[config.mk]
export PLATFORM = sky130hd
export DESIGN_NAME = register_writeback_unit
export DESIGN_NICKNAME = d
export VERILOG_FILES = /design/src/rtl/register_writeback_unit.sv
export SDC_FILE = /design/constraint.sdc
export NUM_CORES = 1
export LEC_CHECK = 0
export BUFFER_PORTS_ARGS = -buffer_cell sky130_fd_sc_hd__buf_2
export CAP_MARGIN = 10
export CORE_MARGIN = 3
export CORE_UTILIZATION = 30
export DETAILED_ROUTE_END_ITERATION = 16
export PLACE_DENSITY_LB_ADDON = 0.08
export SLEW_MARGIN = 20
export SYNTH_ARGS = -nofsm -noshare
export SYNTH_HDL_FRONTEND = slang
export SYNTH_SLANG_ARGS = --single-unit
[constraint.sdc]
create_clock -name clk -period 6.04 [get_ports clk]
set_clock_uncertainty 0.1 [all_clocks]
set_input_delay 0.604 -clock clk [delete_from_list [all_inputs] [get_ports clk]]
set_output_delay 0.604 -clock clk [all_outputs]
set_load 0.005 [all_outputs]
[src/rtl/register_writeback_unit.sv]
// Register write-back: arbitrates ALU results and FIFO-buffered load results onto the single
// register-file write port. Define WB_SCOREBOARD_EN to build the pending-load scoreboard.
module register_writeback_unit #(
    parameter int unsigned FIFO_DEPTH = 4
) (
    input  logic                          clk,
    input  logic                          rst,
    input  logic                          alu_valid,
    input  logic [3:0]                    alu_rd,
    input  logic [15:0]                   alu_data,
    output logic                          alu_ready,
    input  logic                          mem_valid,
    input  logic [3:0]                    mem_rd,
    input  logic [15:0]                   mem_data,
    output logic                          mem_ready,
    input  logic                          issue_valid,
    input  logic [3:0]                    issue_rd,
    output logic [15:0]                   r,
    output logic [15:0]                   en,
    output logic [15:0]                   pending,
    output logic [$clog2(FIFO_DEPTH):0]   fifo_count
);

    localparam int unsigned PTR_W = $clog2(FIFO_DEPTH);
    localparam int unsigned CNT_W = PTR_W + 1;
    localparam logic [CNT_W-1:0] DEPTH_CNT = CNT_W'(FIFO_DEPTH);

    logic [3:0]       r_fifo_rd   [FIFO_DEPTH];
    logic [15:0]      r_fifo_data [FIFO_DEPTH];
    logic [PTR_W-1:0] r_wr_ptr;
    logic [PTR_W-1:0] r_rd_ptr;
    logic [CNT_W-1:0] r_count;
    logic [15:0]      r_wdata;
    logic [15:0]      r_wen;

    logic             w_full;
    logic             w_empty;
    logic             w_push;
    logic             w_pop;
    logic             w_alu_wr;
    logic [3:0]       w_head_rd;
    logic [15:0]      w_head_data;

    // A full FIFO takes priority so sustained ALU traffic cannot deadlock the load path.
    always_comb begin
        w_full      = (r_count == DEPTH_CNT);
        w_empty     = (r_count == '0);
        mem_ready   = !rst && !w_full;
        alu_ready   = !rst && !w_full;
        w_push      = mem_valid && mem_ready;
        w_pop       = !rst && (w_full || (!alu_valid && !w_empty));
        w_alu_wr    = alu_valid && alu_ready;
        w_head_rd   = r_fifo_rd[r_rd_ptr];
        w_head_data = r_fifo_data[r_rd_ptr];
    end

    always_ff @(posedge clk) begin
        if (w_push) begin
            r_fifo_rd[r_wr_ptr]   <= mem_rd;
            r_fifo_data[r_wr_ptr] <= mem_data;
        end
    end

    always_ff @(posedge clk) begin
        if (rst) begin
            r_wr_ptr <= '0;
            r_rd_ptr <= '0;
            r_count  <= '0;
            r_wdata  <= '0;
            r_wen    <= '0;
        end else begin
            if (w_push) begin
                r_wr_ptr <= r_wr_ptr + PTR_W'(1);
            end
            if (w_pop) begin
                r_rd_ptr <= r_rd_ptr + PTR_W'(1);
            end
            case ({w_push, w_pop})
                2'b10:   r_count <= r_count + CNT_W'(1);
                2'b01:   r_count <= r_count - CNT_W'(1);
                default: r_count <= r_count;
            endcase
            if (w_pop) begin
                r_wen   <= 16'h0001 << w_head_rd;
                r_wdata <= w_head_data;
            end else if (w_alu_wr) begin
                r_wen   <= 16'h0001 << alu_rd;
                r_wdata <= alu_data;
            end else begin
                r_wen   <= '0;
            end
        end
    end

    assign r          = r_wdata;
    assign en         = r_wen;
    assign fifo_count = r_count;

`ifdef WB_SCOREBOARD_EN
    logic [15:0] r_pending;
    logic [15:0] w_sb_set;
    logic [15:0] w_sb_clr;

    // Set is applied after clear so a same-cycle issue to the popped register stays pending.
    always_comb begin
        w_sb_set = issue_valid ? (16'h0001 << issue_rd) : 16'h0000;
        w_sb_clr = w_pop ? (16'h0001 << w_head_rd) : 16'h0000;
    end

    always_ff @(posedge clk) begin
        if (rst) begin
            r_pending <= '0;
        end else begin
            r_pending <= (r_pending & ~w_sb_clr) | w_sb_set;
        end
    end

    assign pending = r_pending;
`else
    logic w_unused_issue;
    assign w_unused_issue = ^{issue_valid, issue_rd};
    assign pending        = 16'h0000;
`endif

endmodule

Yosys cells after proc, flatten, opt, wreduce, memory -nomap -nowiden

Memory sizes are Yosys's and may differ from the RTL's. A register that Yosys moved wholly into a read port is not among the register bits.
Index checks and enable logic that the tools add are counted.

Add/sub/neg operators: 4
Eq/ne operators: 3
Shift-type cells: 2
Mux-type cells: 11
Reductions and logical operators: 13

Operators with widths:

| cell                 | count |
|---|---|
| $mux 16              | 4 |
| $shl 1x4->16 const A | 2 |
| $mux 2               | 4 |
| $pmux 3 s2           | 1 |
| $logic_and 1x1->1    | 5 |
| $add 2x1->2 const B  | 2 |
| $logic_not 1->1      | 4 |
| $reduce_bool 2->1    | 2 |
| $add 3x1->3 const B  | 1 |
| $eq 3x3->1 const B   | 1 |
| $logic_not 3->1      | 1 |
| $sub 3x1->3 const B  | 1 |
| $eq 2x1->1 const B   | 1 |
| $eq 2x2->1 const B   | 1 |
| $mux 1               | 2 |
| $logic_or 1x1->1     | 1 |

Flip-flop bits (word level): 39
RAM bits: 80
Input bits: 49
Output and inout port bits: 53
Memories kept: 2

Memories:

| name        | depth | width | read ports | clocked after memory_dff | write ports | line | RTL |
|---|---|---|---|---|---|---|---|
| r_fifo_data | 4     | 16    | 1          | 1                        | 1           | 29   | `logic [15:0] r_fifo_data [FIFO_DEPTH];` |
| r_fifo_rd   | 4     | 4     | 1          | 1                        | 1           | 28   | `logic [3:0] r_fifo_rd [FIFO_DEPTH];` |

Depth between registers and ports, before layout

Word-level depth: 7
Mapped depth: 11
Depth with buffers taken out: 9

Least setup slack after synthesis

OpenSTA, ideal clock, no wires.

Kind: input-to-reg
Start point: input port rst
End point: register r_count[2], in the netlist fifo_count[2]
Library setup time: 70 ps
Data arrival time: 2502 ps
Required time: 5870 ps
Setup slack: 3368 ps
Cell stages on the path: 10
Buffers on the path: 2
Cells stage by stage: clkbuf_1 > or3_1 > buf_2 > inv_1 > ha_1 > inv_1 > fa_1 > xor2_1 > or3_1 > a21oi_1

Cells in the longest elaborated chain, start to end: 5
Elaborated cells on any way between the ends: 8

Ends and longest elaborated chain:

| what                                                   | line   | RTL |
|---|---|---|
| start, declared                                        | 7      | `input logic rst,` |
| $logic_not 1->1                                        | 48, 51 |  |
| $logic_and 1x1->1                                      | 48     | `mem_ready = !rst && !w_full;` |
| $logic_and 1x1->1                                      | 50     | `w_push = mem_valid && mem_ready;` |
| $eq 2x1->1 / $eq 2x2->1 (equally long branches)        | 78     | `case ({w_push, w_pop})` |
| $pmux 3 s2 / $reduce_bool 2->1 (equally long branches) | n/a    |  |
| end signal, assigned                                   | 79     | `2'b10: r_count <= r_count + CNT_W'(1);` |
| end signal, assigned                                   | 80     | `2'b01: r_count <= r_count - CNT_W'(1);` |
| end signal, assigned                                   | 81     | `default: r_count <= r_count;` |
| end, declared                                          | 32     | `logic [CNT_W-1:0] r_count;` |

Several ways; a longest one is shown, not always the timed one.
A chain may end at the register's enable or synchronous reset.

Final worst setup path

Ends and elaborated chain as after synthesis.

==> reports/summary.txt <==
Outcome = finished, final reports clean
Register-to-Register Setup Slack = 3330 ps
Rel. slew slack = 0.356
Clock latency on the worst-skew pair = 410 ps
Minimum clock period = 2730 ps
TNS Setup = 0 ps
R2r worst-path depth = 10
Tightest Pin Transition = 966 ps
# DRC = 0
Vias in the first global route = 2912
Mapped Cells = 316
Longest Clk Path Bufs = 2
Pwr Total = 2.31 mW
Worst reg2reg startpoint = fifo_count[0]
Most frequent cells in the layout = buf_2, edfxtp_1, dfxtp_1
Critical Path Sink = fifo_count[2]
RSZ-0062 raised after global routing = false
GRT Util Overall = 0.126
Crit Path Max Fanout = 34
Routability cong. = 0.726
Row Count = 45
Initial antenna violation count = 1
Pwr dens = 399 mW/mm^2
Leak pwr = 2.14 nW
Share of cells above drive strength 1 = 0.333
Sequential-to-total area share from yosys stat = 0.684
Maximum vdd ir drop = 0.000197 V
Critical path type = input pin to register
FF+latch count, synth = 121
Core ar. = 0.0153 mm^2
Die height = 131 um
Number of diodes = 0
PortBufs = 80
Die X = 131 um
Startpoint types = input pin
Number of setup violations in the final report = 0
Hold Path Class = input pin to register
Hold Buf Count CTS = 0
Grt total ovfl = 0
Worst reg2reg path endpoint = fifo_count[2]
Setup crit end kind = register
# Post-CTS Setup Buffers = 0
Area Overhead vs Synth = 23.0%
Routed wire length per instance = 16.4 um
Syn. warnings = 0
Slew Limit Fails = 0
Final Hold Viols = 0
Root buf cell = clkbuf_16
IO Count = 102
Initial Utilization = 0.308
Synthesized area per cell = 14.9 um^2
Post-DP HPWL = 6.74 mm
CTS tree = yes
Pre-Repair DR Iteration Count = 5
Reg clk slew, reported paths = 60 ps
TritonCTS Sinks = 121
Placed cells = 596
Count of different cell masters after synthesis = 34
Largest net degree at the start of global routing = 35
CTS resizes = 0
Critical Path Source = rst
First-pass GRT wire length = 16.3 mm
Req. time, crit path = 6280 ps
# H-tree levels = 4
Vias/cell = 4.44
Arrival time at the worst endpoint = 2960 ps
Final ANT Viol Nets = 0
Hold path cells = 1
Nets = 459
Cts bufs inserted = 17
Max_cap viols = 0
Die Area = 0.0173 mm^2
DRT iter0 DRCs = 76
Tcrit/Tclk final = 0.451
Post-Synthesis Cell Area = 0.00471 mm^2
Total Wirelength = 10.3 mm
Final std cells w/o fill = 628
Fmax = 367 MHz
Detailed-route via count = 2789
logic make-up (layout without fill, tap and decap cells):
group | count (synthesis) | count (layout) | share of synthesized area
AO/OA/AOI/OAI | 40 | 40 | 0.0605
XOR/XNOR | 4 | 4 | 0.00743
adder cells (fa/ha/maj) | 6 | 6 | 0.0175
buffers and inverters | 40 | 126 | 0.0488
flip-flops | 121 | 121 | 0.684
multiplexers | 20 | 20 | 0.0956
other | 1 | 16 | 0.000796
AND/OR/NAND/NOR | 84 | 84 | 0.0855
state kept, by name, indices dropped and copies added (netlist names), named ones only:
| register | count |
|---|---|
| r_fifo_rd | 16 |
| en | 16 |
| fifo_count | 3 |
| r | 16 |
| r_fifo_data | 64 |
| r_rd_ptr | 2 |
| r_wr_ptr | 2 |
report_power, final:
part | leakage [nW] | switching (mW) | internal [mW] | total (mW)
logic | 0.814 | 0.217 | 0.190 | 0.407
registers | 1.06 | 0.0588 | 0.967 | 1.03
clock network | 0.264 | 0.332 | 0.549 | 0.881
total | 2.14 | 0.608 | 1.71 | 2.31
per-layer routing:
metal	part of all wire	vias up	track usage
met5	0.00068	-	0
li1	-	1334	-
met1	0.44	1348	0.154
met4	0.013	2	0.0455
met2	0.49	91	0.204
met3	0.058	14	0.0479
cells in the mapped netlist:
cell	number	area [um^2]
o21ai_0	2	10.0
ha_1	5	62.6
nand2b_1	4	25.0
or3b_2	1	8.76
or3_4	1	11.3
mux4_2	20	450
nor3_1	1	5.00
buf_1	1	3.75
or2_2	2	12.5
or3_1	4	25.0
a21oi_1	4	20.0
nand3b_1	3	22.5
o31ai_1	1	7.51
xor2_1	2	17.5
buf_4	19	143
nor3b_1	1	7.51
buf_2	7	35.0
nand3_2	1	10.0
xnor2_1	2	17.5
o21a_1	1	7.51
nand2_1	35	131
edfxtp_1	80	2400
inv_1	8	30.0
fa_1	1	20.0
dfxtp_1	41	821
o22ai_1	16	100
nor2_1	21	78.8
and2_1	5	31.3
clkbuf_1	5	18.8
nand3_1	2	10.0
and3_1	2	12.5
a311oi_1	16	140
conb_1	1	3.75
nand3b_2	1	11.3
area by class of cell:
class	instances	area (um^2)
clock buffer	18	429
clock inverter	14	88.8
fill	1516	9520
inverter	8	30.0
multi-input combinational	170	1320
sequential	121	3220
tap	211	264
timing repair buffer	86	445
worst min path at each step:
stage	slack [ps]	endpoint	from
after global placement	360	r[11]	r[11]
final	310	r_fifo_data[1][9]	mem_data[9]
after floorplan	370	r[0]	r[0]
after global routing	300	r_fifo_data[0][0]	mem_data[0]
after detailed placement	370	r[6]	r[6]
after CTS	300	r_fifo_data[2][3]	mem_data[3]
through the flow:
stage          hold WS [ps]  utilization  setup WS [ps]  instance area [um^2]
2_1_floorplan           371            -           3370                  4770
3_3_place_gp            365        0.345           2860                  5280
3_5_place_dp            366        0.345           2840                  5280
4_1_cts                 297        0.379           3280                  5800
5_1_grt                 302        0.379           3120                  5800
6_report                314        0.379           3310                  5800
critical path, stage by stage:
cell     delay [ps]
buf_2           290
or3_1           430
buf_4           260
inv_1           170
ha_1            200
inv_1            60
fa_1            370
xor2_1          150
or3_1           300
a21oi_1         130
Note: power is estimated with default switching activity, not from simulation.
